### config.mk
export PLATFORM = sky130hd
export DESIGN_NAME = ex_mem_stage_flat
export DESIGN_NICKNAME = d
export VERILOG_FILES = /design/src/rtl/ex_mem_if.sv /design/src/rtl/ex_mem_stage.sv /design/src/flat_wrapper.sv
export SDC_FILE = /design/constraint.sdc
export NUM_CORES = 1
export LEC_CHECK = 0
export ABC_AREA = 1
export BUFFER_PORTS_ARGS = -buffer_cell sky130_fd_sc_hd__buf_2
export CAP_MARGIN = 20
export CORE_UTILIZATION = 42
export DETAILED_ROUTE_END_ITERATION = 8
export GPL_TIMING_DRIVEN = 0
export PLACE_DENSITY = 0.76
export SETUP_SLACK_MARGIN = 0.2
export SYNTH_ARGS = -nofsm -noshare
export SYNTH_HDL_FRONTEND = slang
export SYNTH_SLANG_ARGS = --single-unit
### constraint.sdc
create_clock -name clk -period 1.1 [get_ports clk]
set_input_delay 0.22 -clock clk [delete_from_list [all_inputs] [get_ports clk]]
set_output_delay 0.22 -clock clk [all_outputs]
set_load 0.02 [all_outputs]
### src/rtl/ex_mem_if.sv
// ex_mem_if: bundles the EX-side inputs and MEM-side outputs of the EX/MEM
// pipeline stage.
//   slave  modport: the stage itself (consumes ex_*, stall, flush; drives
//                   mem_*, flag_*, halted).
//   master modport: the upstream driver / hazard unit / MEM consumer view.
interface ex_mem_if;
    // EX side
    logic        ex_valid;
    logic [3:0]  ex_opcode;
    logic [15:0] ex_result;
    logic        ex_ovfl;
    logic [15:0] ex_store_data;
    logic [3:0]  ex_rd;
    logic        ex_reg_we;
    logic        ex_mem_rd;
    logic        ex_mem_wr;
    logic        stall;
    logic        flush;
    // MEM side
    logic        mem_valid;
    logic        mem_reg_we;
    logic        mem_mem_rd;
    logic        mem_mem_wr;
    logic [3:0]  mem_opcode;
    logic [3:0]  mem_rd;
    logic [15:0] mem_result;
    logic [15:0] mem_store_data;
    logic        flag_z;
    logic        flag_v;
    logic        flag_n;
    logic        halted;

    modport slave (
        input  ex_valid, ex_opcode, ex_result, ex_ovfl, ex_store_data,
               ex_rd, ex_reg_we, ex_mem_rd, ex_mem_wr, stall, flush,
        output mem_valid, mem_reg_we, mem_mem_rd, mem_mem_wr, mem_opcode,
               mem_rd, mem_result, mem_store_data, flag_z, flag_v, flag_n,
               halted
    );

    modport master (
        output ex_valid, ex_opcode, ex_result, ex_ovfl, ex_store_data,
               ex_rd, ex_reg_we, ex_mem_rd, ex_mem_wr, stall, flush,
        input  mem_valid, mem_reg_we, mem_mem_rd, mem_mem_wr, mem_opcode,
               mem_rd, mem_result, mem_store_data, flag_z, flag_v, flag_n,
               halted
    );
endinterface

### src/rtl/ex_mem_stage.sv
// ex_mem_stage: EX/MEM pipeline register. Latches the EX result and control
// bundle for MEM, owns the architectural Z/V/N flags, and captures HLT as a
// sticky halt.
//   clk    : rising-edge clock
//   rst_n  : asynchronous active-low reset
//   bus    : ex_mem_if.slave (ex_* / stall / flush in; mem_* / flags / halted out)
module ex_mem_stage (
    input  logic        clk,
    input  logic        rst_n,
    ex_mem_if.slave     bus
);
    typedef enum logic [3:0] {
        OP_ADD = 4'h0, OP_SUB = 4'h1, OP_XOR = 4'h2, OP_RED = 4'h3,
        OP_SLL = 4'h4, OP_SRA = 4'h5, OP_ROR = 4'h6, OP_PADDSB = 4'h7,
        OP_LW  = 4'h8, OP_SW  = 4'h9, OP_LLB = 4'hA, OP_LHB = 4'hB,
        OP_B   = 4'hC, OP_BR  = 4'hD, OP_PCS = 4'hE, OP_HLT = 4'hF
    } opcode_t;

    typedef enum logic {RUN, HALTED} state_t;

    state_t  state;
    opcode_t op;
    logic    upd_z;
    logic    upd_nv;

    assign op = opcode_t'(bus.ex_opcode);

    // Which flags the EX opcode is allowed to write.
    always_comb begin
        upd_z  = 1'b0;
        upd_nv = 1'b0;
        case (op)
            OP_ADD, OP_SUB: begin
                upd_z  = 1'b1;
                upd_nv = 1'b1;
            end
            OP_XOR, OP_SLL, OP_SRA, OP_ROR: upd_z = 1'b1;
            default: ;
        endcase
    end

    // NOTE: every register here, flags included, is reset; the block is small
    // and the flags are architectural, so no state may start as X.
    always_ff @(posedge clk or negedge rst_n) begin
        if (!rst_n) begin
            state              <= RUN;
            bus.halted         <= 1'b0;
            bus.mem_valid      <= 1'b0;
            bus.mem_reg_we     <= 1'b0;
            bus.mem_mem_rd     <= 1'b0;
            bus.mem_mem_wr     <= 1'b0;
            bus.mem_opcode     <= 4'h0;
            bus.mem_rd         <= 4'h0;
            bus.mem_result     <= 16'h0000;
            bus.mem_store_data <= 16'h0000;
            bus.flag_z         <= 1'b0;
            bus.flag_v         <= 1'b0;
            bus.flag_n         <= 1'b0;
        end else if (state == RUN && !bus.stall) begin
            // NOTE: non-blocking assignments throughout so every register
            // samples pre-edge values regardless of statement order.
            if (bus.flush) begin
                bus.mem_valid      <= 1'b0;
                bus.mem_reg_we     <= 1'b0;
                bus.mem_mem_rd     <= 1'b0;
                bus.mem_mem_wr     <= 1'b0;
                bus.mem_opcode     <= 4'h0;
                bus.mem_rd         <= 4'h0;
                bus.mem_result     <= 16'h0000;
                bus.mem_store_data <= 16'h0000;
            end else begin
                // Side-effecting controls are gated so a bubble never writes.
                bus.mem_valid      <= bus.ex_valid;
                bus.mem_reg_we     <= bus.ex_reg_we & bus.ex_valid;
                bus.mem_mem_rd     <= bus.ex_mem_rd & bus.ex_valid;
                bus.mem_mem_wr     <= bus.ex_mem_wr & bus.ex_valid;
                bus.mem_opcode     <= bus.ex_opcode;
                bus.mem_rd         <= bus.ex_rd;
                bus.mem_result     <= bus.ex_result;
                bus.mem_store_data <= bus.ex_store_data;
                if (bus.ex_valid) begin
                    // Z reflects the saturated ALU output as delivered.
                    if (upd_z)
                        bus.flag_z <= (bus.ex_result == 16'h0000);
                    if (upd_nv) begin
                        bus.flag_n <= bus.ex_result[15];
                        bus.flag_v <= bus.ex_ovfl;
                    end
                    if (op == OP_HLT) begin
                        state      <= HALTED;
                        bus.halted <= 1'b1;
                    end
                end
            end
        end
        // stall=1 or HALTED: everything holds.
    end
endmodule

### src/flat_wrapper.sv
// flat-port wrapper written by rule: the top's interface ports become plain ports
module ex_mem_stage_flat 
  (clk, rst_n, bus_ex_valid, bus_ex_opcode, bus_ex_result, bus_ex_ovfl, bus_ex_store_data, bus_ex_rd, bus_ex_reg_we, bus_ex_mem_rd, bus_ex_mem_wr, bus_stall, bus_flush, bus_mem_valid, bus_mem_reg_we, bus_mem_mem_rd, bus_mem_mem_wr, bus_mem_opcode, bus_mem_rd, bus_mem_result, bus_mem_store_data, bus_flag_z, bus_flag_v, bus_flag_n, bus_halted);
  ex_mem_if bus_i ();
  input  logic clk;
  input  logic rst_n;
  input wire logic [$bits(bus_i.ex_valid)-1:0] bus_ex_valid;
  input wire logic [$bits(bus_i.ex_opcode)-1:0] bus_ex_opcode;
  input wire logic [$bits(bus_i.ex_result)-1:0] bus_ex_result;
  input wire logic [$bits(bus_i.ex_ovfl)-1:0] bus_ex_ovfl;
  input wire logic [$bits(bus_i.ex_store_data)-1:0] bus_ex_store_data;
  input wire logic [$bits(bus_i.ex_rd)-1:0] bus_ex_rd;
  input wire logic [$bits(bus_i.ex_reg_we)-1:0] bus_ex_reg_we;
  input wire logic [$bits(bus_i.ex_mem_rd)-1:0] bus_ex_mem_rd;
  input wire logic [$bits(bus_i.ex_mem_wr)-1:0] bus_ex_mem_wr;
  input wire logic [$bits(bus_i.stall)-1:0] bus_stall;
  input wire logic [$bits(bus_i.flush)-1:0] bus_flush;
  output wire logic [$bits(bus_i.mem_valid)-1:0] bus_mem_valid;
  output wire logic [$bits(bus_i.mem_reg_we)-1:0] bus_mem_reg_we;
  output wire logic [$bits(bus_i.mem_mem_rd)-1:0] bus_mem_mem_rd;
  output wire logic [$bits(bus_i.mem_mem_wr)-1:0] bus_mem_mem_wr;
  output wire logic [$bits(bus_i.mem_opcode)-1:0] bus_mem_opcode;
  output wire logic [$bits(bus_i.mem_rd)-1:0] bus_mem_rd;
  output wire logic [$bits(bus_i.mem_result)-1:0] bus_mem_result;
  output wire logic [$bits(bus_i.mem_store_data)-1:0] bus_mem_store_data;
  output wire logic [$bits(bus_i.flag_z)-1:0] bus_flag_z;
  output wire logic [$bits(bus_i.flag_v)-1:0] bus_flag_v;
  output wire logic [$bits(bus_i.flag_n)-1:0] bus_flag_n;
  output wire logic [$bits(bus_i.halted)-1:0] bus_halted;
  assign bus_i.ex_valid = bus_ex_valid;
  assign bus_i.ex_opcode = bus_ex_opcode;
  assign bus_i.ex_result = bus_ex_result;
  assign bus_i.ex_ovfl = bus_ex_ovfl;
  assign bus_i.ex_store_data = bus_ex_store_data;
  assign bus_i.ex_rd = bus_ex_rd;
  assign bus_i.ex_reg_we = bus_ex_reg_we;
  assign bus_i.ex_mem_rd = bus_ex_mem_rd;
  assign bus_i.ex_mem_wr = bus_ex_mem_wr;
  assign bus_i.stall = bus_stall;
  assign bus_i.flush = bus_flush;
  assign bus_mem_valid = bus_i.mem_valid;
  assign bus_mem_reg_we = bus_i.mem_reg_we;
  assign bus_mem_mem_rd = bus_i.mem_mem_rd;
  assign bus_mem_mem_wr = bus_i.mem_mem_wr;
  assign bus_mem_opcode = bus_i.mem_opcode;
  assign bus_mem_rd = bus_i.mem_rd;
  assign bus_mem_result = bus_i.mem_result;
  assign bus_mem_store_data = bus_i.mem_store_data;
  assign bus_flag_z = bus_i.flag_z;
  assign bus_flag_v = bus_i.flag_v;
  assign bus_flag_n = bus_i.flag_n;
  assign bus_halted = bus_i.halted;
  ex_mem_stage u_core (.clk(clk), .rst_n(rst_n), .bus(bus_i));
endmodule
# Yosys cells after proc, flatten, opt, wreduce, memory -nomap -nowiden
# Index checks and enable logic that the tools add are counted.
# classes
eq_ne	6
muxes	10
bitwise	5
n_reduce_logical	9
# ops
operator	n
2-to-1 mux 16 bit	2
zero test 16 bit	1
equality test 4 x 3 -> 1 bit, second input constant	3
AND reduction 4 bit	3
2-to-1 mux 4 bit	2
2-to-1 mux 1 bit	6
OR reduction 6 bit	1
equality test 4 x 1 -> 1 bit, second input constant	1
equality test 4 x 2 -> 1 bit, second input constant	1
equality test 4 bit, second input constant	1
zero test 4 bit	1
AND 1 bit	3
inverter 1 bit	2
OR reduction 2 bit	1
logical AND 1 bit	1
zero test 1 bit	1
# totals
reg_bits	48
input_bits	49
out_inout_bits	48

# Longest topological paths before layout
# Gate-level depths: netlist of run 1.
# logic_depth
word_depth	4
depth_mapped	6
mapped_depth_nobuf	6

# Worst setup path before layout of run 1
# No wires, ideal clock.
# synth_path
path_type	register to register
start	register u_core.state
end	register u_core.bus.mem_result[8] in the netlist's numbering
setup_time_ps	66
arrival_ps	1086
t_required_ps	1034
setup_slack_ps	-52
stages_incl_launch_ff	7
n_path_buf	3
period_less_slack_ps	1152
path_cell_list	dfrtp_1 -> buf_4 -> nor2_8 -> buf_6 -> buf_6 -> nand3_1 -> nand2_1
# synth_between
elab_chain_cells	2
# synth_rtl
element	line_no	text
start: declaration	ex_mem_stage.sv:21	state_t state;
start signal: assignment	ex_mem_stage.sv:46	state <= RUN;
start signal: assignment	ex_mem_stage.sv:90	state <= HALTED;
inverter 1 bit	ex_mem_stage.sv:59	end else if (state == RUN && !bus.stall) begin
logical AND 1 bit	ex_mem_stage.sv:59	
end signal: assignment	ex_mem_stage.sv:79	bus.mem_result <= bus.ex_result;
end: declaration	ex_mem_if.sv:37	mem_rd, mem_result, mem_store_data, flag_z, flag_v, flag_n,
# No other way between the ends.
# A chain may end at the register's enable or synchronous reset.

# Worst setup path after layout of run 1
# layout_path
start	register u_core.state
end	register u_core.bus.mem_store_data[13] in the netlist's numbering
# layout_between
elab_chain_cells	2
# layout_rtl
element	line_no	text
inverter 1 bit	ex_mem_stage.sv:59	
logical AND 1 bit	ex_mem_stage.sv:59	
end signal: assignment	ex_mem_stage.sv:80	bus.mem_store_data <= bus.ex_store_data;
end: declaration	ex_mem_if.sv:37	
# No other way between the ends.

==> flow_summary.ini, run 1 <==
[routing]
wl_per_cell_um = 14.61
wirelength_mm = 6.079
highest_layer = met4
wl_met3_um = 307
wl_met2_mm = 3.141
drc = 0
ant_nets = 0
drt_first_pass_iters = 4
wl_met1_mm = 2.503
route.vias.total = 2101
vias_per_cell = 5.050
drtIter0Drc = 69

[floorplanning]
die_h_um = 73.38
fp.coreArea_mm2 = 0.004817
die_w_um = 73.38
io-pin-count = 97
fp-row-count = 25
initial_core_util_pct = 44.42
die_area_mm2 = 0.005384

[clock_tree]
clk_pin_slew_worst_paths_ns = 0.09
cts_buffers = 5
cts_root_buf = clkbuf_8
h-tree-depth = 2
cts_buffer_depth = 2
ctsHoldBuffers = 0
clk_latency_ns = 0.30
cts_sinks = 48
cts_tree = yes

[timing]
maxSlewHeadroom_pct = 59.50
finalSetupViolCount = 36
finalMaxSlewViolations = 0
rsz0062_at_grt = yes
finClkSkew_ns = 0.002736
worstMarginPinSlew_ns = 0.6075
fin_crit_ns = 1.168
fin_ws_ns = -0.06818
fmax_mhz = 856.0
hold_slack_ns = -0.08330
setup-tns-final_ns = -1.119
finalCritPeriodShare_pct = 106.2
hold_viol = 24

[finish]
areaGrowthSynthToFinish_pct = 52.69
n_fill_cell = 413
drive_above_1_share_pct = 42.41
seqCellArea_mm2 = 0.001202
num_antenna_cells = 0
nets = 397
final_common_cell = nand2_1
multi_input_area_um2 = 830.8
final_cell_mix = 57 x nand2_1, 52 x buf_6, 51 x buf_2, 47 x dfrtp_1, 30 x nand3_1

[global_routing]
grt.total_usage_pct = 23.74
grt.overflow.total = 0
grt_pass1_vias = 1994
grt_first_pass_wirelength_mm = 9.535
grt_start_max_net_pins = 49
antenna_found_initial = 0

[hold_path]
hold_class = input pin to async pin

[place]
io_buffers = 95
place_hpwl_mm = 3.921
gp_congestion = 0.7818

[setup_path]
critPathSlowestCell = dfrtp_2
crit_fanout = 10
cp_common_cell = buf_6
cp-end-kind = register
crit_family = flip-flops
crit_arrival_ns = 1.41
worstSetupPathType = register to register
required_ns = 1.34
slowest_delay_ns = 0.42
crit_chain = buf_6 > nor2_8 > buf_8 > buf_6 > nand3_1 > nand2_1
path_buf_inv = 3
start_kind = register

[yosys]
synthesis.nets = 285
netlist_instances = 236
ys_seq_elements = 48
yosysWarnings = 0
yosysUniqueCellTypes = 16
avgSynthCellArea_um2 = 9.066
ys_seq_area_share_pct = 56.14
synthesis.area_mm2 = 0.002140

[pwr]
irDropWorstVdd_uv = 716.3
p_leak_uw = 0.001769
power_density_mw_per_mm2 = 1117

[status]
violations = negative hold slack, negative setup slack
outcome = finished with violations

[job]
maxCapViolations = 0
==> layer usage <==
layer / vias up / global-route usage, %
li1: 1010 / -
met1: 1003 / 29.21
met2: 77 / 40.64
met3: 11 / 5.350
met4: 0 / 9.188
met5: - / 0
==> flip-flops by register name, indices dropped and copies added, names as in the netlist <==
name                       cells
u_core.bus.mem_result         16
u_core.bus.mem_opcode          4
u_core.bus.mem_valid           1
u_core.bus.flag_v              1
u_core.bus.flag_n              1
u_core.bus.mem_reg_we          1
u_core.state                   1
u_core.bus.mem_rd              4
u_core.bus.mem_mem_wr          1
u_core.bus.mem_mem_rd          1
u_core.bus.mem_store_data     16
u_core.bus.flag_z              1
==> kinds of logic after synthesis <==
| logic type | after synthesis | synth area share [%] |
|---|---|---|
| AND/OR/NAND/NOR | 113 | 25.38 |
| AO/OA/AOI/OAI | 50 | 11.70 |
| flip-flops | 48 | 56.14 |
| buffers and inverters | 25 | 6.783 |
==> timing repair <==
action | CTS | global route
setup endpoints to repair | 96 | 96
gates cloned | 1 | 0
buffers inserted | 5 | 3
resized for setup | 118 | 24
hold endpoints to repair | 0 | 24
==> synth_stat cells <==
cell type | instances | area share (%)
nand2_1 | 57 | 10
dfrtp_1 | 48 | 56
o21ai_0 | 47 | 11
nand3_1 | 30 | 7.0
nor2_1 | 14 | 2.5
nand3_2 | 10 | 4.7
clkbuf_1 | 8 | 1.4
inv_1 | 7 | 1.2
buf_2 | 3 | 0.70
buf_6 | 3 | 1.6
o21ai_1 | 3 | 0.70
buf_4 | 2 | 0.70
buf_12 | 1 | 0.94
clkbuf_2 | 1 | 0.23
nand2_2 | 1 | 0.29
nor2_8 | 1 | 0.94
==> final timing paths <==
| path | startpoint | end | slack [ns] | cells after the start |
|---|---|---|---|---|
| worst max-delay path | u_core.state | u_core.bus.mem_store_data[13] | -0.07 | 6 |
| worst min-delay path | rst_n | u_core.state | -0.08 | 1 |
| worst max register to register | u_core.state | u_core.bus.mem_store_data[13] | -0.07 | 6 |
| worst min register to register | u_core.bus.mem_rd[0] | u_core.bus.mem_rd[0] | 0.52 | 2 |
| max in group asynchronous | rst_n | u_core.bus.mem_result[0] | 0.66 | 2 |
| min in group clk | bus_ex_mem_wr | u_core.bus.mem_mem_wr | 0.11 | 3 |
==> power breakdown <==
part / total, uW / internal, uW / switching, uW
clock network: 1260 / 675 / 582
registers: 1870 / 1820 / 44.0
logic: 525 / 239 / 287
total: 3650 / 2740 / 913
==> worst register-to-register path: cells and delay by family (launching register included) <==
kind,cells,cell delay (ns)
flops,1,0.42
buf+inv,3,0.41
simple gates,3,0.28
==> final cells by class <==
| type | count | area share (%) |
|---|---|---|
| plain buffers | 18 | 4.328 |
| clock buffers | 6 | 2.221 |
| clock inverters | 2 | 1.072 |
| inverters | 7 | 0.8809 |
| multi-input cells | 163 | 25.43 |
| flip-flops and latches | 48 | 36.81 |
| well taps | 67 | 2.566 |
| repair buffers | 105 | 26.69 |
==> stage by stage <==
step	power, uW	utilization [%]	instance area, um2	cells	setup WS [ns]
finish	3651	67.82	3267	416	-0.06818
floorplan	2073	-	2145	236	-0.006521
CTS	3636	65.92	3176	412	-0.04262
detailed placement	2302	56.13	2704	398	-0.1330
global route	3790	67.82	3267	416	-0.1239
global placement	2296	56.13	2704	398	-0.1385
Power figures use the tool's default switching activity.
==> inputs of run 2 (changes only) <==
--- a/config.mk
+++ b/config.mk
@@ -13,6 +13,7 @@
 export GPL_TIMING_DRIVEN = 0
 export PLACE_DENSITY = 0.76
 export SETUP_SLACK_MARGIN = 0.2
+export SKIP_CTS_REPAIR_TIMING = 1
 export SYNTH_ARGS = -nofsm -noshare
 export SYNTH_HDL_FRONTEND = slang
 export SYNTH_SLANG_ARGS = --single-unit
==> run 2 against run 1 <==
Compared with the run above:
- the flow still finishes with violations (negative hold slack, negative setup slack)
- register-to-register slack gained 0.02 ns
- maximum frequency increased by 1.4%
- combinational power shrank 3%
- sequential power hardly changed
- clock skew rose by 0.00069 ns
- critical path type unchanged
- largest cell class unchanged
- largest power group unchanged
- highest routed layer unchanged
==> flow_summary.ini, run 2 (same netlist as run 1, synthesis figures left out) <==
[timing]
maxSlewHeadroom_pct = 67.80
fmax_mhz = 868.2
hold_slack_ns = -0.1289
finalMaxSlewViolations = 0
finalSetupViolCount = 28
worstMarginPinSlew_ns = 0.4831
hold_viol = 19
finClkSkew_ns = 0.003423
fin_ws_ns = -0.05175
fin_crit_ns = 1.152
finalCritPeriodShare_pct = 104.7
rsz0062_at_grt = yes

[job]
maxCapViolations = 0

[clock_tree]
cts_sinks = 48
cts_root_buf = clkbuf_8
clk_pin_slew_worst_paths_ns = 0.08
cts_buffers = 5
cts_tree = yes
cts_buffer_depth = 2
clk_latency_ns = 0.30
h-tree-depth = 2

[floorplanning]
die_area_mm2 = 0.005384
initial_core_util_pct = 44.42
io-pin-count = 97
die_w_um = 73.38
die_h_um = 73.38
fp.coreArea_mm2 = 0.004817
fp-row-count = 25

[status]
violations = negative hold slack, negative setup slack
outcome = finished with violations

[global_routing]
grt_first_pass_wirelength_mm = 8.735
grt_start_max_net_pins = 49
grtUsageMet3_pct = 5.213
grt.total_usage_pct = 21.73
top_usage_layer = met2
grt.overflow.total = 0
grt_util_met1_pct = 27.40
met2_usage_pct = 36.11
antenna_found_initial = 0
grt_pass1_vias = 1857

[pwr]
p_leak_uw = 0.001722
power_density_mw_per_mm2 = 1141
irDropWorstVdd_uv = 707.2
p_total_uw = 3625

[routing]
route.vias.total = 2049
wirelength_mm = 5.877
wl_per_cell_um = 14.30
vias_per_cell = 4.985
drtIter0Drc = 100
ant_nets = 0
drc = 0
drt_first_pass_iters = 4

[setup_path]
worstSetupStartpoint = u_core.state
start_kind = register
slowest_delay_ns = 0.42
critPathSlowestCell = dfrtp_2
crit_arrival_ns = 1.39
rr_startpoint = u_core.state
required_ns = 1.34
cp_common_cell = buf_8
worstSetupPathType = register to register
crit_chain = buf_6 > nor2_8 > buf_8 > buf_8 > nand3_1 > nand2_1
cp-end-kind = register
crit_fanout = 10

[place]
place_inst = 398
gp_congestion = 0.7818
io_buffers = 95
place_hpwl_mm = 3.921

[finish]
final_common_cell = nand2_1
drive_above_1_share_pct = 39.53
areaGrowthSynthToFinish_pct = 48.42
stdcell_count = 411
n_fill_cell = 420
utilization_pct = 65.92
final_cell_mix = 56 x nand2_1, 53 x buf_2, 49 x buf_6, 47 x dfrtp_1, 30 x nand3_1
nets = 392
top_regs = u_core.bus.mem_result: 16 flops, u_core.bus.mem_store_data: 16 flops
num_antenna_cells = 0

[hold_path]
hold_class = input pin to async pin
[run 2: changes by cell type in the layout (fill, tap and decap cells not counted), sizes merged]
cell,previous run,this run
clkbuf,14,13
buf,115,111
[run 2: worst paths after layout]
| check | endpoint | slack (ns) | cells past startpoint |
|---|---|---|---|
| max in group asynchronous | u_core.bus.mem_rd[2] | 0.71 | 2 |
| worst min register to register | u_core.bus.mem_rd[2] | 0.52 | 2 |
| worst min-delay path | u_core.state | -0.13 | 1 |
| worst max register to register | u_core.bus.mem_store_data[5] | -0.05 | 6 |
| min in group clk | u_core.bus.mem_mem_wr | 0.11 | 3 |
| worst max-delay path | u_core.bus.mem_store_data[5] | -0.05 | 6 |
[run 2: worst max-delay path, delay by kind of cell, from the launching register on]
kind,cells,cell delay (ns)
simple gates,3,0.25
buf+inv,3,0.43
flops,1,0.42
[run 2: where the power goes]
part,internal (uW),switching [uW]
Combinational,229,279
Clock,675,575
Sequential,1820,43.2
[run 2: area by class of cell]
| type | instances | area [um2] | area share, % |
|---|---|---|---|
| Timing Repair Buffer | 100 | 819.5 | 25.81 |
| Buffer | 18 | 137.6 | 4.334 |
| Inverter | 7 | 26.28 | 0.8274 |
| Clock buffer | 6 | 72.57 | 2.285 |
| Sequential cell | 48 | 1202 | 37.86 |
| Clock inverter | 2 | 35.03 | 1.103 |
| Multi-Input combinational cell | 163 | 798.3 | 25.14 |
| Tap cell | 67 | 83.83 | 2.640 |
[run 2: metal layers]
layer	vias up	wire length [um]
li1	993	-
met1	982	2495
met2	62	2972
met3	12	269
met4	0	140
met5	-	0
[run 2: stage by stage]
step | setup TNS, ns | cell area [um2] | setup WS (ns)
5_1_grt | -3.254 | 3176 | -0.1436
6_report | -0.8493 | 3176 | -0.05175
3_3_place_gp | -3.878 | 2704 | -0.1385
3_5_place_dp | -4.688 | 2704 | -0.1330
2_1_floorplan | -0.08945 | 2145 | -0.006521
4_1_cts | -2.676 | 2811 | -0.1079
==> inputs of run 3 (changes only) <==
--- a/config.mk
+++ b/config.mk
@@ -8,6 +8,7 @@
 export ABC_AREA = 1
 export BUFFER_PORTS_ARGS = -buffer_cell sky130_fd_sc_hd__buf_2
 export CAP_MARGIN = 20
+export CORE_ASPECT_RATIO = 0.9
 export CORE_UTILIZATION = 42
 export DETAILED_ROUTE_END_ITERATION = 8
 export GPL_TIMING_DRIVEN = 0
==> run 3 against run 2 <==
Compared with the run above:
- the run ends with negative setup slack left
- maximum frequency down 4.6%
- wire length up 7.1%
- sequential power about the same
- die area about the same
- combinational power up 3%
- first-iteration DRC count up 11%
- largest power group unchanged
==> flow_summary.ini, run 3 (same netlist as run 1, synthesis figures left out) <==
[setup_path]
critPathSlowestCell = dfrtp_2
crit_fanout = 6
slowest_delay_ns = 0.43
required_ns = 1.34
cp_common_cell = buf_8
crit_chain = buf_8 > nor2_8 > buf_8 > clkbuf_16 > nand3_2 > nand2_1
crit_family = buffers and inverters
r2r_cells = 6
worstSetupPathType = register to register
cp-end-kind = register
path_buf_inv = 3
start_kind = register
rr_startpoint = u_core.state
ff2ff_setup_slack_ns = -0.11
crit_arrival_ns = 1.44
rr_endpoint = u_core.bus.mem_store_data[1]

[pwr]
comb_power_share_pct = 14.9
seqPwrFrac_pct = 53.3
p_total_uw = 3503
clkPwrFrac_pct = 31.7
swShare_pct = 25.36
irDropWorstVdd_uv = 619.2
power.switching_uw = 888.3
power_density_mw_per_mm2 = 1045
p_leak_uw = 0.001781
p_int_uw = 2614

[timing]
hold_viol = 0
finalCritPeriodShare_pct = 109.7
finClkSkew_ns = 0.003097
fin_ws_ns = -0.1070
rsz0062_at_grt = yes
fmax_mhz = 828.5
finalSetupViolCount = 46
finalMaxSlewViolations = 0
worstMarginPinSlew_ns = 0.4818
fin_crit_ns = 1.207
maxSlewHeadroom_pct = 67.88

[finish]
final_common_cell = nand2_1
areaGrowthSynthToFinish_pct = 56.67
stdcell_count = 414
num_antenna_cells = 0
final_cell_mix = 54 x nand2_1, 52 x buf_2, 49 x buf_6, 47 x dfrtp_1, 35 x o21ai_0
drive_above_1_share_pct = 44.70
nets = 398
top_regs = u_core.bus.mem_result: 16 flops, u_core.bus.mem_store_data: 16 flops

[global_routing]
grt_first_pass_wirelength_mm = 9.101
grt_start_max_net_pins = 49
grt_pass1_vias = 1902
grt.total_usage_pct = 21.45
grt.overflow.total = 0
antenna_found_initial = 0

[clock_tree]
cts_tree = yes
h-tree-depth = 2
cts_buffer_depth = 2
clk_pin_slew_worst_paths_ns = 0.08
clk_latency_ns = 0.30
cts_sinks = 48
cts_root_buf = clkbuf_8
cts_buffers = 5

[hold_path]
hold_depth = 3
holdPathEnd = u_core.bus.mem_reg_we
holdCritStartpoint = bus_ex_reg_we
hold_class = input pin to register

[job]
maxCapViolations = 0

[status]
violations = negative setup slack
outcome = finished with violations

[routing]
drt_first_pass_iters = 4
drc = 0
route.vias.total = 2057
wirelength_mm = 6.296
wl_per_cell_um = 15.21
ant_nets = 0
drtIter0Drc = 111
vias_per_cell = 4.969

[floorplanning]
die_w_um = 77.24
die_area_mm2 = 0.005384
die_h_um = 69.71
fp.coreArea_mm2 = 0.004865
fp-row-count = 24
io-pin-count = 97
initial_core_util_pct = 43.98

[place]
place_inst = 396
io_buffers = 95
gp_congestion = 0.8012
place_hpwl_mm = 3.958
## run 3: cell types whose count changed in the layout (fill, tap and decap cells not counted), moves of 2 or more
| cell | delta |
|---|---|
| o21ai_1 | -13 |
| nand3_1 | -11 |
| nand3_2 | +10 |
| o21ai_0 | +10 |
| clkbuf_16 | +3 |
| o21ai_2 | +3 |
| clkbuf_8 | +2 |
| nand2_1 | -2 |
## run 3: through the flow
stage          setup TNS (ns)  cell area (um2)  utilization, %  hold slack [ns]  worst slack, ns
2_1_floorplan        -0.08945             2145               -         -0.07559        -0.006521
3_3_place_gp           -3.529             2701           55.53           0.4138          -0.1286
3_5_place_dp           -5.248             2701           55.53           0.4250          -0.1532
4_1_cts                -2.619             2798           57.51           0.1112         -0.09278
5_1_grt                -6.285             3352           68.90           0.1208          -0.1884
6_report               -2.902             3352           68.90           0.1147          -0.1070
## run 3: worst max path at each step
stage                  from                           end  slack [ns]  cells after the start
2_1_floorplan  u_core.state      u_core.bus.mem_result[8]      -0.007                      6
3_3_place_gp          rst_n                  u_core.state       -0.13                      1
3_5_place_dp          rst_n                  u_core.state       -0.15                      1
4_1_cts        u_core.state  u_core.bus.mem_store_data[7]       -0.09                      6
5_1_grt        u_core.state      u_core.bus.mem_result[1]       -0.19                      4
6_report       u_core.state  u_core.bus.mem_store_data[1]       -0.11                      6
## run 3: power groups by stage
stage / combinational, uW / sequential (uW) / clock (uW)
CTS: 421 / 1850 / 1150
floorplan: 110 / 1960 / 0
finish: 523 / 1870 / 1110
detailed placement: 419 / 1890 / 0
global route: 567 / 1870 / 1220
global placement: 411 / 1880 / 0
## run 3: final cells by class
class / instances / area, um2
sequential: 48 / 1202
buffer: 18 / 140.1
clock buffer: 7 / 96.34
inverter: 7 / 26.28
tap: 65 / 81.33
fill: 391 / 1513
timing repair buffer: 106 / 923.4
multi-input combinational: 163 / 882.1
## run 3: layer usage
metal | vias up | GRT usage (%) | part of all wire [%] | wire (um)
met5 | - | 0 | 0 | 0
met4 | 0 | 6.289 | 0.27 | 17
met3 | 2 | 4.474 | 4.8 | 300
met2 | 55 | 35.40 | 53 | 3325
met1 | 988 | 28.39 | 42 | 2653
li1 | 1012 | - | - | -
## run 3: worst register-to-register path: stages (launching register included)
cell	delay [ns]
dfrtp_2	0.43
buf_8	0.14
nor2_8	0.13
buf_8	0.16
clkbuf_16	0.16
nand3_2	0.05
nand2_1	0.08
